File: src/rtl/common_pkg.sv
// rtl/common_pkg.sv - shared types and constants for the pipeline control slice
package common_pkg;

  localparam int REG_ADDR_W = 5;

  typedef enum logic [1:0] {
    ST_RUN      = 2'd0,
    ST_MEM_WAIT = 2'd1,
    ST_HALT     = 2'd2
  } ctrl_state_t;

  // One bundle of everything the controller drives into the pipeline registers
  typedef struct packed {
    logic pc_en;
    logic if_id_en;
    logic id_ex_en;
    logic ex_mem_en;
    logic mem_wb_en;
    logic if_id_flush;
    logic id_ex_flush;
    logic mem_wb_bubble;
  } pipe_ctrl_t;

  // Everything held: used in HALT and while reset is asserted
  localparam pipe_ctrl_t CTRL_IDLE = '{
    pc_en: 1'b0, if_id_en: 1'b0, id_ex_en: 1'b0, ex_mem_en: 1'b0, mem_wb_en: 1'b0,
    if_id_flush: 1'b0, id_ex_flush: 1'b0, mem_wb_bubble: 1'b0
  };

  // Free-running pipeline
  localparam pipe_ctrl_t CTRL_RUN = '{
    pc_en: 1'b1, if_id_en: 1'b1, id_ex_en: 1'b1, ex_mem_en: 1'b1, mem_wb_en: 1'b1,
    if_id_flush: 1'b0, id_ex_flush: 1'b0, mem_wb_bubble: 1'b0
  };

  // Hold PC and IF/ID, insert a NOP into EX so the load can reach MEM
  localparam pipe_ctrl_t CTRL_LOAD_USE = '{
    pc_en: 1'b0, if_id_en: 1'b0, id_ex_en: 1'b1, ex_mem_en: 1'b1, mem_wb_en: 1'b1,
    if_id_flush: 1'b0, id_ex_flush: 1'b1, mem_wb_bubble: 1'b0
  };

  // Redirect: load the new PC and squash the two younger instructions
  localparam pipe_ctrl_t CTRL_BRANCH = '{
    pc_en: 1'b1, if_id_en: 1'b1, id_ex_en: 1'b1, ex_mem_en: 1'b1, mem_wb_en: 1'b1,
    if_id_flush: 1'b1, id_ex_flush: 1'b1, mem_wb_bubble: 1'b0
  };

  // Data memory not ready: freeze front end and MEM, drain a bubble into WB
  localparam pipe_ctrl_t CTRL_FREEZE = '{
    pc_en: 1'b0, if_id_en: 1'b0, id_ex_en: 1'b0, ex_mem_en: 1'b0, mem_wb_en: 1'b1,
    if_id_flush: 1'b0, id_ex_flush: 1'b0, mem_wb_bubble: 1'b1
  };

endpackage

File: src/rtl/hazard_detect.sv
// rtl/hazard_detect.sv - combinational load-use hazard comparator
module hazard_detect
  import common_pkg::*;
(
  input  logic [REG_ADDR_W-1:0] id_rs1,
  input  logic [REG_ADDR_W-1:0] id_rs2,
  input  logic                  id_uses_rs1,
  input  logic                  id_uses_rs2,
  input  logic [REG_ADDR_W-1:0] ex_rd,
  input  logic                  ex_mem_read,
  output logic                  load_use
);

  logic rs1_hit;
  logic rs2_hit;

  // A load in EX writing a real register that the ID instruction reads
  always_comb begin
    rs1_hit  = id_uses_rs1 && (id_rs1 == ex_rd);
    rs2_hit  = id_uses_rs2 && (id_rs2 == ex_rd);
    load_use = ex_mem_read && (ex_rd != '0) && (rs1_hit || rs2_hit);
  end

endmodule

File: src/rtl/pipeline_control.sv
// rtl/pipeline_control.sv - stall/flush/freeze controller for a 5-stage pipeline
module pipeline_control
  import common_pkg::*;
#(
  parameter int CNT_W       = 16,
  parameter int MEM_TIMEOUT = 255
) (
  input  logic                  clk,
  input  logic                  rst,
  input  logic [REG_ADDR_W-1:0] id_rs1,
  input  logic [REG_ADDR_W-1:0] id_rs2,
  input  logic                  id_uses_rs1,
  input  logic                  id_uses_rs2,
  input  logic [REG_ADDR_W-1:0] ex_rd,
  input  logic                  ex_mem_read,
  input  logic                  ex_branch_taken,
  input  logic                  mem_req,
  input  logic                  mem_ready,
  input  logic                  halt_req,
  output logic                  pc_en,
  output logic                  if_id_en,
  output logic                  id_ex_en,
  output logic                  ex_mem_en,
  output logic                  mem_wb_en,
  output logic                  if_id_flush,
  output logic                  id_ex_flush,
  output logic                  mem_wb_bubble,
  output logic                  halted,
  output logic                  mem_fault,
  output logic [CNT_W-1:0]      stall_cnt,
  output logic [CNT_W-1:0]      flush_cnt,
  output logic [1:0]            state
);

  // Wait counter only has to reach MEM_TIMEOUT
  localparam int WAIT_W = (MEM_TIMEOUT < 2) ? 1 : $clog2(MEM_TIMEOUT + 1);
  localparam logic [WAIT_W-1:0] WAIT_LIMIT = WAIT_W'(MEM_TIMEOUT);

  ctrl_state_t       state_q,     state_d;
  logic [WAIT_W-1:0] wait_cnt_q,  wait_cnt_d;
  logic              mem_fault_q, mem_fault_d;
  logic [CNT_W-1:0]  stall_cnt_q, stall_cnt_d;
  logic [CNT_W-1:0]  flush_cnt_q, flush_cnt_d;

  pipe_ctrl_t ctrl;
  logic       load_use;
  logic       mem_freeze;

  hazard_detect u_hazard_detect (
    .id_rs1      (id_rs1),
    .id_rs2      (id_rs2),
    .id_uses_rs1 (id_uses_rs1),
    .id_uses_rs2 (id_uses_rs2),
    .ex_rd       (ex_rd),
    .ex_mem_read (ex_mem_read),
    .load_use    (load_use)
  );

  // Output decode: memory freeze beats branch, branch beats load-use (ID is squashed anyway)
  always_comb begin
    ctrl       = CTRL_IDLE;
    mem_freeze = mem_req && !mem_ready;
    if (!rst) begin
      unique case (state_q)
        ST_RUN, ST_MEM_WAIT: begin
          if (mem_freeze) begin
            ctrl = CTRL_FREEZE;
          end else if (ex_branch_taken) begin
            ctrl = CTRL_BRANCH;
          end else if (load_use) begin
            ctrl = CTRL_LOAD_USE;
          end else begin
            ctrl = CTRL_RUN;
          end
        end
        default: ctrl = CTRL_IDLE;
      endcase
    end
  end

  // Next state, memory-wait timer and sticky timeout fault
  always_comb begin
    state_d     = state_q;
    wait_cnt_d  = wait_cnt_q;
    mem_fault_d = mem_fault_q;
    unique case (state_q)
      ST_RUN: begin
        // Halt wins over a stall; the freeze is still driven this cycle by the decode above
        if (halt_req) begin
          state_d    = ST_HALT;
          wait_cnt_d = '0;
        end else if (mem_freeze) begin
          state_d    = ST_MEM_WAIT;
          wait_cnt_d = WAIT_W'(1);
        end
      end
      ST_MEM_WAIT: begin
        // A ready on the limit cycle still releases cleanly
        if (!mem_freeze) begin
          state_d    = halt_req ? ST_HALT : ST_RUN;
          wait_cnt_d = '0;
        end else if (halt_req) begin
          state_d    = ST_HALT;
          wait_cnt_d = '0;
        end else if (wait_cnt_q >= WAIT_LIMIT) begin
          state_d     = ST_HALT;
          wait_cnt_d  = '0;
          mem_fault_d = 1'b1;
        end else begin
          wait_cnt_d = wait_cnt_q + WAIT_W'(1);
        end
      end
      ST_HALT: begin
        state_d = ST_HALT;
      end
      default: begin
        state_d    = ST_RUN;
        wait_cnt_d = '0;
      end
    endcase
  end

  // Saturating stall and flush event counters
  always_comb begin
    stall_cnt_d = stall_cnt_q;
    flush_cnt_d = flush_cnt_q;
    if ((state_q != ST_HALT) && !ctrl.pc_en && (stall_cnt_q != '1)) begin
      stall_cnt_d = stall_cnt_q + CNT_W'(1);
    end
    if (ctrl.if_id_flush && (flush_cnt_q != '1)) begin
      flush_cnt_d = flush_cnt_q + CNT_W'(1);
    end
  end

  // State and counter registers, cleared immediately by rst
  always_ff @(posedge clk or posedge rst) begin
    if (rst) begin
      state_q     <= ST_RUN;
      wait_cnt_q  <= '0;
      mem_fault_q <= 1'b0;
      stall_cnt_q <= '0;
      flush_cnt_q <= '0;
    end else begin
      state_q     <= state_d;
      wait_cnt_q  <= wait_cnt_d;
      mem_fault_q <= mem_fault_d;
      stall_cnt_q <= stall_cnt_d;
      flush_cnt_q <= flush_cnt_d;
    end
  end

  assign pc_en         = ctrl.pc_en;
  assign if_id_en      = ctrl.if_id_en;
  assign id_ex_en      = ctrl.id_ex_en;
  assign ex_mem_en     = ctrl.ex_mem_en;
  assign mem_wb_en     = ctrl.mem_wb_en;
  assign if_id_flush   = ctrl.if_id_flush;
  assign id_ex_flush   = ctrl.id_ex_flush;
  assign mem_wb_bubble = ctrl.mem_wb_bubble;
  assign halted        = (state_q == ST_HALT);
  assign mem_fault     = mem_fault_q;
  assign stall_cnt     = stall_cnt_q;
  assign flush_cnt     = flush_cnt_q;
  assign state         = state_q;

endmodule

File: config.mk
export PLATFORM = sky130hd
export DESIGN_NAME = pipeline_control
export DESIGN_NICKNAME = d
export VERILOG_FILES = /design/src/rtl/common_pkg.sv /design/src/rtl/hazard_detect.sv /design/src/rtl/pipeline_control.sv
export SDC_FILE = /design/constraint.sdc
export NUM_CORES = 1
export LEC_CHECK = 0
export BUFFER_PORTS_ARGS = -buffer_cell sky130_fd_sc_hd__clkbuf_2
export CAP_MARGIN = 0
export CORE_MARGIN = 5
export CORE_UTILIZATION = 53
export CTS_BUF_LIST = sky130_fd_sc_hd__clkbuf_16
export DETAILED_ROUTE_END_ITERATION = 16
export GPL_ROUTABILITY_DRIVEN = 0
export HOLD_SLACK_MARGIN = 0.15
export PLACE_DENSITY_LB_ADDON = 0.1
export SYNTH_ARGS = -nofsm -noshare
export SYNTH_HDL_FRONTEND = slang
export SYNTH_SLANG_ARGS = --single-unit
File: constraint.sdc
create_clock -name clk -period 5.4 [get_ports clk]
set_input_delay 0.54 -clock clk [delete_from_list [all_inputs] [get_ports clk]]
set_output_delay 0.54 -clock clk [all_outputs]
set_load 0.005 [all_outputs]
After elaboration in Yosys (flattened, before gate mapping)
Cells that the tools add are included.
Widths: inputs -> output; s select.

word-level totals
  output and inout port bits = 44
  logic and storage cells = 55
  register bits = 43
  input bits = 24

cells by class
  muxes and demuxes = 18
  order comparisons = 1
  equal/unequal tests = 9
  bitwise gates (word level) = 2
  reductions and logical operators = 17
  $add $sub $neg = 3

operators with widths
  cell                   number
  $mux 8                 10
  $add 16x1->16 const B  2
  $ne 16x16->1 const B   2
  $pmux 8 s3             1
  $mux 2                 6
  $eq 5x5->1             2
  $add 8x1->8 const B    1
  $ge 8x8->1 const B     1
  $logic_and 1x1->1      8
  $pmux 2 s3             1
  $reduce_bool 5->1      1
  $ne 4x4->1 const B     1
  $reduce_and 2->1       2
  $reduce_and 4->1       1
  $ne 3x3->1 const B     1
  $eq 2x1->1 const B     1
  $eq 2x2->1 const B     1
  $logic_not 1->1        2
  $logic_not 2->1        1
  $ne 2x2->1 const B     1
  $not 1->1              2
  $reduce_or 2->1        1
  $logic_or 1x1->1       1

Longest topological paths before layout
  word-level depth = 12
  mapped depth = 8

Hierarchy
Synthesis repeated with hierarchy kept, for this count alone.

second synthesis, totals
  cells, all modules = 244
  area total of the unflattened synthesis = 2,462.4 sq um

by module, submodules not included
  module            area each (sq um)  sequential area each (sq um)  cells each  instances
  pipeline_control  2,328.5            1,076.0                       227         1
  hazard_detect     133.9              0.0                           17          1

Least setup slack after synthesis
OpenSTA, ideal clock, no wires.

  path kind = input-to-output
  start point = input port ex_rd[1]
  end point = output port pc_en
  path slack = 3,159 ps
  buffers on the path = 1
  cell stages on the path = 5
  arrival = 1,701 ps
  required time = 4,860 ps
  cells stage by stage = or4_1 > o21ai_2 > nor2_1 > a21boi_0 > buf_4

on the way
  cells in the longest elaborated chain, start to end = 9
  elaborated cells between the ends (all ways) = 13

ends and longest elaborated chain
  what                                  line                                      source
  start, declared                       pipeline_control.sv:14                    input logic [REG_ADDR_W-1:0] ex_rd,
  $eq 5x5->1 (on tied branches)         hazard_detect.sv:19, hazard_detect.sv:20
  $logic_and 1x1->1 (on tied branches)  hazard_detect.sv:19, hazard_detect.sv:20
  $logic_or 1x1->1                      hazard_detect.sv:21                       load_use = ex_mem_read && (ex_rd != '0) && (rs1_hit || rs2_hit);
  $logic_and 1x1->1 (*)                 hazard_detect.sv:21
  $mux 8 (*)                            pipeline_control.sv:70                    end else if (load_use) begin
  $mux 8 (*)                            pipeline_control.sv:68                    end else if (ex_branch_taken) begin
  $mux 8 (*)                            pipeline_control.sv:66                    if (mem_freeze) begin
  $mux 8 (*)                            pipeline_control.sv:64                    unique case (state_q)
  $mux 8 (*)                            pipeline_control.sv:63                    if (!rst) begin
  end, declared                         pipeline_control.sv:20                    output logic pc_en,

Mark *: on every way between the ends. The rest lies on a longest branch, timed or not.

Worst setup path in the final report
  start point = input port ex_rd[1]
  end point = output port if_id_en

on the way
  cells in the longest elaborated chain, start to end = 9
  elaborated cells between the ends (all ways) = 13

ends and longest elaborated chain
  what                                  line                                      source
  $eq 5x5->1 (on tied branches)         hazard_detect.sv:19, hazard_detect.sv:20
  $logic_and 1x1->1 (on tied branches)  hazard_detect.sv:19, hazard_detect.sv:20
  $logic_or 1x1->1                      hazard_detect.sv:21
  $logic_and 1x1->1 (*)                 hazard_detect.sv:21
  $mux 8 (*)                            pipeline_control.sv:70
  $mux 8 (*)                            pipeline_control.sv:68
  $mux 8 (*)                            pipeline_control.sv:66
  $mux 8 (*)                            pipeline_control.sv:64
  $mux 8 (*)                            pipeline_control.sv:63
  end, declared                         pipeline_control.sv:21                    output logic if_id_en,

Marks and branches as above.

==> results_dict.tcl <==
set metrics [dict create \
    status "completed" \
    worst_slew_pin_slew_ps 574 \
    cts_sinks 43 \
    slowest_delay_ps 540 \
    finalCriticalPeriod_ps 2410 \
    fmaxAchievable_mhz 416 \
    synth_top_area_frac 0.475 \
    initial_core_util 0.558 \
    ff2ff_path_depth 6 \
    synth-edff-count 0 \
    hold_violations 0 \
    synth-seq-area-share 0.475 \
    dp_hpwl_mm 3.77 \
    vias 1897 \
    path_delay_family "simple AND/OR/NAND/NOR gates" \
    core_area_um2 4060 \
    grt_max_degree 44 \
    r2r_start "stall_cnt[1]" \
    ir_drop_mv 0.300 \
    cts_tree "done" \
    cp.arrival_ps 1870 \
    clk_pin_slew_ps 60 \
    cts_setup_buffers 0 \
    cp_cell_sequence "clkbuf_2 -> or4_1 -> o21ai_2 -> nor2_1 -> a21boi_0 -> clkbuf_2" \
    ys.flop_type "dfrtp_1" \
    synth.most_common_cell "dfrtp_1" \
    wl_per_cell_um 14.7 \
    criticalPathCategory "primary input to output port" \
    ant_nets 0 \
    synth_seq_cells 43 \
    cts_buffer_depth 2 \
    end_kind "output port" \
    maxSlewHeadroom 0.614 \
    synth_area_per_cell_um2 10.1 \
    post-place-cells 338 \
    cts_buffers 5 \
    clockRootBuffer "clkbuf_16" \
    grt_pass1_vias 1829 \
    nFillCells 336 \
    wirelength_met1_mm 2.19 \
    worst_path_max_delay_cell "or4_1" \
    cts_resized 0 \
    die_h_um 75.4 \
    drive_above_1_share 0.278 \
    num_rows 23 \
    rsz0062_at_grt "no" \
    p_leak_nw 1.33 \
    fp.dieW_um 75.4 \
    synth_area_leaders "dfrtp_1 48%, xnor2_1 9.3%, xor2_1 6.2%" \
    area_growth_pct 23.3 \
    drt_iter0_drc 142 \
    min_path_type "primary input to asynchronous set/reset pin" \
    start_kind "primary input" \
    fin_cells 345 \
    nNetsFinal 322 \
    cts_htree_levels 2 \
    finalSetupViolCount 0 \
    required_ps 4860 \
    hold_buffers 0 \
    r2r-end "stall_cnt[1]" \
    crit_top_cell "clkbuf_2" \
    clock_latency_ps 280 \
    track_usage 0.190 \
    fin_tns_setup_ps 0 \
    worst_slack_ps 2990 \
    highest_layer "met4" \
    place_ws_ps 3010 \
    yosysTopAreaCell "dfrtp_1" \
    async_reset_ff_frac 1.00 \
    fin_skew_ps 6.15 \
    maxCapViolCount 0 \
    place_area_um2 2630 \
    antenna_found_initial 0 \
    dieArea_um2 5680 \
    path_max_fanout 3 \
    finalCritPeriodShare 0.446 \
    drcViolationCount 0 \
    routed_wl_mm 5.08 \
    synthCells 225 \
    path_buf_inv 2 \
    yosysUniqueCellTypes 42 \
    power_density_nw_per_um2 393 \
    synth_nets 252 \
    design_area_um2 2790 \
    synth_warnings 0 \
    grt-ovfl-total 0 \
    finalMaxSlewViolations 0 \
    fin_hold_ws_ps 419 \
    syn-cell-area_um2 2260 \
    r2r_slack_ps 3090 \
    firstDrtPassIters 4 \
    vias_per_cell 5.50 \
    diodes 0 \
    synthTopCellsByCount "43 x dfrtp_1, 24 x xnor2_1, 20 x nand2_1" \
    routed-wl-met3_um 335 \
    pin_count 68 \
    grt_pass1_wl_mm 8.22 \
    met2_length_mm 2.54 \
    numPortBuffers 67 \
]
cells by family (layout without fill, tap and decap cells):
family          Yosys count  in the layout  synth area share
simple gates            103            103             0.240
fa+ha+maj                 3              3            0.0166
flops                    43             43             0.475
compound gates           24             24            0.0774
buf+inv                  10             80            0.0243
xor+xnor                 40             40             0.155
mux                       2              2            0.0116
cell type report:
type,instances,area (µm²),share of cell area
clock buffer,5,125,0.0448
clock inverter,2,33.8,0.0121
inverter,5,18.8,0.00672
multi-input combinational,172,1130,0.406
sequential,43,1080,0.385
tap,50,62.6,0.0224
timing repair buffer,68,343,0.123
worst register-to-register path: cells and delay by family, from the launching register on:
family / cells / cell delay, ps
AO/OA/AOI/OAI: 1 / 450
AND/OR/NAND/NOR: 3 / 800
adder cells (fa/ha/maj): 1 / 190
multiplexers: 1 / 350
flip-flops: 1 / 400
cells in the final DEF, fill, tap and decap left out, drive strengths merged:
master,netlist,routed
a21boi,1,1
a21o,1,1
a21oi,2,2
a22o,1,1
a31oi,3,3
and2,4,4
and2b,1,1
and3,8,8
and4,1,1
buf,5,1
bufinv,0,1
clkbuf,0,72
dfrtp,43,43
ha,3,3
inv,5,6
mux2,2,2
nand2,20,20
nand2b,3,3
nand3,14,14
nand4,11,11
nor2,16,16
nor2b,4,4
nor3,10,10
nor4,7,7
nor4b,1,1
o21a,1,1
o21ai,9,9
o21bai,1,1
o22ai,1,1
o31ai,3,3
o32ai,1,1
or3,1,1
or4,1,1
or4b,1,1
xnor2,24,24
xor2,16,16
worst max path at each step:
stage                            start            end  depth (start not counted)
after global routing      stall_cnt[0]  stall_cnt[14]                          7
after global placement        ex_rd[1]          pc_en                          6
after floorplan               ex_rd[1]          pc_en                          5
after detailed placement      ex_rd[1]          pc_en                          6
final                         ex_rd[1]       if_id_en                          6
after CTS                     ex_rd[1]          pc_en                          6
metrics by stage:
step	utilization	total power, W
6_report	0.688	0.00110
5_1_grt	0.688	0.00117
4_1_cts	0.688	0.00111
3_5_place_dp	0.649	0.000778
3_3_place_gp	0.649	0.000767
2_1_floorplan	-	0.000652
registers in the layout (all words and copies together), names as in the netlist:
name,flops
flush_cnt,16
mem_fault,1
stall_cnt,16
state,2
wait_cnt_q,8
power by group:
part           total (W)  switching (W)  leakage [nW]  internal, W
Clock           0.000327       0.000114        0.0811     0.000214
Combinational   0.000292       0.000155         0.702     0.000137
Sequential      0.000479      0.0000929         0.547     0.000386
layer usage:
metal / GRT usage / vias up
met1: 0.237 / 911
met5: 0 / -
met2: 0.331 / 49
met3: 0.0528 / 2
li1: - / 935
met4: 0.0408 / 0
Power figures use the tool's default switching activity.
